`config.mk`:
```
export PLATFORM = sky130hd
export DESIGN_NAME = uart_rx
export DESIGN_NICKNAME = d
export VERILOG_FILES = /design/src/rtl/uart_rx.sv
export SDC_FILE = /design/constraint.sdc
export NUM_CORES = 1
export LEC_CHECK = 0
export CORE_MARGIN = 10
export CORE_UTILIZATION = 60
export DETAILED_ROUTE_END_ITERATION = 8
export HOLD_SLACK_MARGIN = 0.1
export PLACE_DENSITY = 0.81
export SYNTH_ARGS = -nofsm -noshare
export SYNTH_HDL_FRONTEND = slang
export SYNTH_SLANG_ARGS = --single-unit
```
`constraint.sdc`:
```
create_clock -name clk -period 3.9 [get_ports clk]
set_input_delay 0.78 -clock clk [delete_from_list [all_inputs] [get_ports clk]]
set_output_delay 0.78 -clock clk [all_outputs]
set_load 0.005 [all_outputs]
```
`src/rtl/uart_rx.sv`:
```
// UART receiver: 8N1 frames, LSB first. When UART_RX_PARITY_EN is defined the frame is 8E1,
// and an extra uart_rx_parity_err pulse output is added.
module uart_rx #(
  parameter int CLK_FREQ = 50000000,
  parameter int UART_BPS = 115200
) (
  input  logic       clk,
  input  logic       rst_n,
  input  logic       uart_rxd,
  output logic [7:0] uart_rx_data,
  output logic       uart_rx_done,
  output logic       uart_rx_busy,
`ifdef UART_RX_PARITY_EN
  output logic       uart_rx_parity_err,
`endif
  output logic       uart_rx_frame_err
);

  localparam int          BAUD_CNT_MAX = CLK_FREQ / UART_BPS;
  localparam logic [15:0] BAUD_LAST    = 16'(BAUD_CNT_MAX - 1);
  localparam logic [15:0] BAUD_MID     = 16'(BAUD_CNT_MAX / 2 - 1);

`ifdef UART_RX_PARITY_EN
  typedef enum logic [2:0] {IDLE, START, DATA, PARITY, STOP} state_e;
`else
  typedef enum logic [2:0] {IDLE, START, DATA, STOP} state_e;
`endif

  state_e      state_q, state_d;
  logic        rxd_meta_q, rxd_s_q, rxd_d_q;
  logic [15:0] baud_cnt_q, baud_cnt_d;
  logic [3:0]  bit_cnt_q, bit_cnt_d;
  logic [7:0]  shift_q, shift_d;
  logic [7:0]  data_q, data_d;
  logic        done_q, done_d;
  logic        ferr_q, ferr_d;
  logic        busy_q, busy_d;
`ifdef UART_RX_PARITY_EN
  logic        par_q, par_d;
  logic        perr_q, perr_d;
`endif

  logic       fall;
  logic       baud_wrap;
  logic       mid;
  logic [2:0] bit_idx;

  // Sync flops reset high so a line that idles high produces no spurious edge after reset.
  always_ff @(posedge clk or negedge rst_n) begin
    if (!rst_n) begin
      rxd_meta_q <= 1'b1;
      rxd_s_q    <= 1'b1;
      rxd_d_q    <= 1'b1;
    end else begin
      rxd_meta_q <= uart_rxd;
      rxd_s_q    <= rxd_meta_q;
      rxd_d_q    <= rxd_s_q;
    end
  end

  assign fall      = rxd_d_q & ~rxd_s_q;
  assign baud_wrap = (baud_cnt_q == BAUD_LAST);
  assign mid       = (baud_cnt_q == BAUD_MID);
  assign bit_idx   = 3'(bit_cnt_q - 4'd1);

  always_comb begin
    state_d    = state_q;
    baud_cnt_d = baud_cnt_q;
    bit_cnt_d  = bit_cnt_q;
    shift_d    = shift_q;
    data_d     = data_q;
    done_d     = 1'b0;
    ferr_d     = 1'b0;
`ifdef UART_RX_PARITY_EN
    par_d      = par_q;
    perr_d     = 1'b0;
`endif

    if (state_q != IDLE) begin
      if (baud_wrap) begin
        baud_cnt_d = 16'd0;
        bit_cnt_d  = bit_cnt_q + 4'd1;
      end else begin
        baud_cnt_d = baud_cnt_q + 16'd1;
      end
    end

    case (state_q)
      IDLE: begin
        baud_cnt_d = 16'd0;
        if (fall) begin
          state_d   = START;
          bit_cnt_d = 4'd0;
        end
      end
      START: begin
        // A start bit that is already high again at mid-bit was a glitch.
        if (mid && rxd_s_q) state_d = IDLE;
        else if (baud_wrap) state_d = DATA;
      end
      DATA: begin
        if (mid) shift_d[bit_idx] = rxd_s_q;
        if (baud_wrap && bit_cnt_q == 4'd8) begin
`ifdef UART_RX_PARITY_EN
          state_d = PARITY;
`else
          state_d = STOP;
`endif
        end
      end
`ifdef UART_RX_PARITY_EN
      PARITY: begin
        if (mid) par_d = rxd_s_q;
        if (baud_wrap) state_d = STOP;
      end
`endif
      STOP: begin
        // Leave at mid-stop so a start bit immediately following is not missed.
        if (mid) begin
          state_d = IDLE;
          if (!rxd_s_q) begin
            ferr_d = 1'b1;
`ifdef UART_RX_PARITY_EN
          end else if (^{shift_q, par_q}) begin
            perr_d = 1'b1;
`endif
          end else begin
            done_d = 1'b1;
            data_d = shift_q;
          end
        end
      end
      default: state_d = IDLE;
    endcase

    busy_d = (state_d != IDLE);
  end

  always_ff @(posedge clk or negedge rst_n) begin
    if (!rst_n) begin
      state_q    <= IDLE;
      baud_cnt_q <= 16'd0;
      bit_cnt_q  <= 4'd0;
      shift_q    <= 8'h00;
      data_q     <= 8'h00;
      done_q     <= 1'b0;
      ferr_q     <= 1'b0;
      busy_q     <= 1'b0;
`ifdef UART_RX_PARITY_EN
      par_q      <= 1'b0;
      perr_q     <= 1'b0;
`endif
    end else begin
      state_q    <= state_d;
      baud_cnt_q <= baud_cnt_d;
      bit_cnt_q  <= bit_cnt_d;
      shift_q    <= shift_d;
      data_q     <= data_d;
      done_q     <= done_d;
      ferr_q     <= ferr_d;
      busy_q     <= busy_d;
`ifdef UART_RX_PARITY_EN
      par_q      <= par_d;
      perr_q     <= perr_d;
`endif
    end
  end

  assign uart_rx_data      = data_q;
  assign uart_rx_done      = done_q;
  assign uart_rx_busy      = busy_q;
  assign uart_rx_frame_err = ferr_q;
`ifdef UART_RX_PARITY_EN
  assign uart_rx_parity_err = perr_q;
`endif

endmodule

```
======== After elaboration in Yosys (flattened, before gate mapping) ========
Cells that the tools add are included.
operators by class
  add/sub/neg operators ................... 3
  $mul .................................... 0
  div/mod/pow operators ................... 0
  $lt $le $gt $ge ......................... 2
  eq/ne operators ......................... 6
  shift operators ......................... 0
  muxes and demuxes ....................... 22
  bitwise logic cells ..................... 2
  reductions and logical operators ........ 9
operators by type and width
  cell                   number
  $mux 16                3
  $add 16x1->16 const B  1
  $eq 16x8->1 const B    1
  $eq 16x9->1 const B    1
  $mux 4                 4
  $mux 3                 5
  $pmux 3 s4             1
  $bwmux 8               1
  $mux 1                 7
  $eq 3x2->1 const B     2
  $reduce_bool 3->1      2
  $add 4x1->4 const B    1
  $eq 4x4->1 const B     1
  $lt 3x4->1 const B     1
  $demux 1 s3            1
  $eq 3x1->1 const B     1
  $ge 3x1->1 const B     1
  $logic_and 1x1->1      3
  $logic_not 3->1        1
  $reduce_and 3->1       1
  $sub 3x1->3 const B    1
  $reduce_and 2->1       1
  $reduce_bool 2->1      1
  $and 1x1->1            1
  $not 1->1              1
storage, ports and cells
  register bits ........................... 45
  bits in latches ......................... 0
  RAM bits ................................ 0
  bits in read-only memories .............. 0
  input bits .............................. 3
  output and inout bits ................... 11
  logic and storage cells ................. 55
  memories ................................ 0

======== Depth between registers and ports, before layout ========
  word-level depth ........................ 6
  mapped depth ............................ 8
  gate-level depth less buffers ........... 6

======== Worst setup path before layout ========
No wires, ideal clock.
  path kind ............................... register to register
  from .................................... reg baud_cnt_q[1]
  to ...................................... reg bit_cnt_q[3]
  data arrival time ....................... 1.724 ns
  slack ................................... 2.099 ns
  cell stages (with the launch flop) ...... 7
  path buffers ............................ 0
  clock period less this slack ............ 1.801 ns
  path through ............................ dfrtp_1 -> inv_1 -> ha_1 -> and4bb_1 -> or3b_4 -> or4_1 -> a21oi_1
between the ends
  longest elaborated chain between the ends .. 5
RTL lines
  element                   line  text
  start: declaration        31    logic [15:0] baud_cnt_q, baud_cnt_d;
  start signal: assignment  155   baud_cnt_q <= baud_cnt_d;
  $eq 16x9->1 (*)           62    assign baud_wrap = (baud_cnt_q == BAUD_LAST);
  $mux 4 (*)                80    if (baud_wrap) begin
  $mux 4 (*)                79    if (state_q != IDLE) begin
  $mux 4                    91    if (fall) begin
  $mux 4 (*)                88    case (state_q)
  via bit_cnt_d[3]          32    logic [3:0] bit_cnt_q, bit_cnt_d;
  end signal: assignment    156   bit_cnt_q <= bit_cnt_d;
  end: declaration          32
Mark *: on every way through the listed nets, which the timed path passes. The rest lies on a longest branch.
A chain may end at the register's enable or synchronous reset.

======== Worst setup path after layout ========
  from .................................... reg baud_cnt_q[2]
  to ...................................... reg shift_q[4]
between the ends
  longest elaborated chain between the ends .. 2
RTL lines
  element                     line  text
  $eq 16x8->1                 63    assign mid = (baud_cnt_q == BAUD_MID);
  $reduce_and 2->1 (no line)  -
  end signal: assignment      157   shift_q <= shift_d;
  end: declaration            33    logic [7:0] shift_q, shift_d;
Every way passes these cells.

==> out/results.tsv <==
stage	metric	value	unit
final_layout	area_delta_synth_final	11.8	%
cts	cts.path.max_buffers	2	
worst_setup_path	r2r_end	shift_q[4]	
global_route	antenna_found_initial	0	
final_layout	post-route-util	69.1	%
cts	cts_tree	done	
synthesis	yosysTopAreaCell	dfrtp_1	
timing	fin_crit_sh	57.3	%
final_layout	multi_input_area	1030	um2
outcome	outcome	finished clean	
worst_setup_path	cp-endpoint	shift_q[4]	
synthesis	ys_types	41	
place	pre_cts_slack	1.77	ns
cts	clk_pin_slew	0.09	ns
routing	dr.pass1.iters	4	
floorplan	initial_core_util	61.8	%
timing	finalClockSkew	0.00930	ns
timing	max_freq	447	MHz
floorplan	design.die.area	6590	um2
synthesis	synth_area_leaders	dfrtp_1, mux2_2, dfstp_2	
place	dp.cells	260	
final_layout	layout-drive-gt1-share	15.9	%
timing	grt_setup_unrepaired	false	
cts	cts_hold_buffers	0	
worst_setup_path	end_kind	flip-flop	
floorplan	ioPinCount	14	
routing	drc	0	
worst_setup_path	crit_fanout	7	
synthesis	syn_inst	210	
pwr	vdd_drop_max	0.342	mV
timing	period_minus_slack	2.24	ns
global_route	grt_pass1_wl	7900	um
final_layout	final_nets	228	
routing	wl_per_cell	17.0	um
worst_setup_path	worst_setup_path_start_kind	flip-flop	
flow_run	max_cap_viol_count	0	
global_route	grtUsageTotal	15.0	%
pwr	p_leak	1.10	nW
routing	final_antenna_net_count	0	
worst_setup_path	reg2reg_depth	4	
timing	max_slew_margin	35.9	%
timing	worst_slack	1.66	ns
worst_setup_path	path_class	flip-flop to flip-flop	
synthesis	synth_seq_cells	45	
place	port_buffers	13	
synthesis	synth_top_area_share	46.8	%
worst_setup_path	worst-r2r-setup-slack	1.66	ns
synthesis	ys_seq_area_share	50.3	%
cts	post-cts-setup-buffer-count	0	
worst_setup_path	crit_slowest_cell	nor4b_2	
worst_setup_path	worstReg2RegStart	baud_cnt_q[2]	
cts	clk_latency	0.30	ns
hold_path	whs_path_depth	0	
synthesis	synth-edff-count	0	
hold_path	hp-class	flip-flop to flip-flop	
floorplan	core	3630	um2
timing	setup_violations	0	
synthesis	synthesis.nets	219	
worst_setup_path	required	4.09	ns
routing	vias	1616	
final_layout	regArea	1130	um2
worst_setup_path	slowest_delay	0.53	ns
synthesis	yosys_warnings	0	
cts	cts_buffers	5	
synthesis	synth_top_flop_cell	dfrtp_1	
timing	drv_slew	0	
final_layout	fillers	283	
synthesis	synthArstFlopShare	100	%
global_route	overflow	0	
cts	ctsResizeCount	0	
worst_setup_path	crit_chain	nor4b_2 -> nand4_1 -> nor3_1 -> mux2_2	
floorplan	rows	22	
floorplan	dieWidth	81.2	um
global_route	grt_start_max_net_pins	46	
timing	hold_violations	0	
final_layout	antenna_cells	0	
cts	cts-root-buf	clkbuf_8	
routing	wl	4570	um
cts	htreeDepth	2	
synthesis	syn_area	2240	um2
final_layout	layoutNonFillerInstCount	268	
final_layout	final_common_cell	dfrtp_1	
timing	tns	0	ns
place	gp_congestion	0.906	
floorplan	die_h	81.2	um
global_route	grt_pass1_vias	1614	
routing	first_iter_violations	185	
routing	vias_per_cell	6.03	
place	dp_hpwl	3100	um
final_layout	final_cell_mix	dfrtp_1, nor2_1, mux2_2, nand3_1, clkdlybuf4s50_1	
worst_setup_path	crit_start	baud_cnt_q[2]	
timing	max_slew.worst_pin.slew	0.961	ns
synthesis	post_synth.cell_area_avg	10.7	um2
cts	clock-sinks	45	
pwr	power.density	381	nW/um2
worst_setup_path	critPathArrivalTime	2.42	ns
per-stage QoR:
step	power (mW)	hold slack, ns	instance area [um2]
after floorplan	0.527	0.345	2240
after global placement	0.542	0.349	2370
after detailed placement	0.545	0.351	2370
after CTS	0.961	0.365	2510
after global routing	0.990	0.372	2510
final	0.955	0.362	2510
worst max-delay path: cells and delay by family (launching register included):
kind             cells  cell delay, ns
flip-flops           1            0.46
multiplexers         1            0.37
AND/OR/NAND/NOR      3            1.30
cells by family (layout without fill, tap and decap cells):
logic type               Yosys count  count (layout)  share of synthesized area, %
buffers and inverters             19              29                          3.90
flip-flops                        45              45                          50.3
XOR/XNOR                          13              13                          5.07
AO/OA/AOI/OAI                     18              18                          4.40
adder cells (fa/ha/maj)            6               6                          3.34
AND/OR/NAND/NOR                   89              89                          23.4
multiplexers                      19              19                          9.36
other                              1               1                         0.167
flip-flops by register name, indices dropped and copies added (netlist names):
name	count
bit_cnt_q	4
uart_rx_done	1
rxd_meta_q	1
uart_rx_data	8
uart_rx_busy	1
rxd_s_q	1
shift_q	8
baud_cnt_q	16
state_q	3
uart_rx_frame_err	1
rxd_d_q	1
cells in the mapped netlist, types with 6 or more instances:
cell / instances
nand4_1: 8
nor3_1: 10
dfrtp_1: 42
o21ai_0: 7
xor2_1: 7
inv_1: 8
mux2_2: 16
xnor2_1: 6
ha_1: 6
nand2_1: 8
nand3_1: 14
nor2_1: 19
a21oi_1: 8
routing by layer:
metal | global-route usage [%] | wire, um | share of wire, %
met2 | 24.8 | 2260 | 50
met3 | 2.65 | 209 | 4.6
met1 | 19.2 | 2020 | 44
met4 | 5.71 | 80 | 1.8
met5 | 0 | 0 | 0
final cells by class:
| class | count | share of cell area [%] |
|---|---|---|
| Multi-Input combinational cell | 146 | 40.9 |
| Timing Repair Buffer | 13 | 4.99 |
| Clock buffer | 5 | 2.74 |
| Inverter | 8 | 1.20 |
| Clock inverter | 3 | 2.74 |
| Tap cell | 48 | 2.39 |
| Sequential cell | 45 | 45.0 |
power breakdown:
group	switching, mW	leakage [nW]	internal (mW)
sequential	0.0166	0.611	0.478
clock	0.160	0.0687	0.258
combinational	0.0269	0.419	0.0158
total	0.204	1.10	0.752
how the worst min path moves through the flow:
| stage | startpoint | end | slack, ns |
|---|---|---|---|
| finish | rxd_meta_q | rxd_s_q | 0.36 |
| global route | rxd_meta_q | rxd_s_q | 0.37 |
| CTS | rxd_meta_q | rxd_s_q | 0.36 |
| detailed placement | rxd_meta_q | rxd_s_q | 0.35 |
| global placement | rxd_meta_q | rxd_s_q | 0.35 |
| floorplan | rxd_meta_q | rxd_s_q | 0.35 |
(Power assumes the default switching activity.)
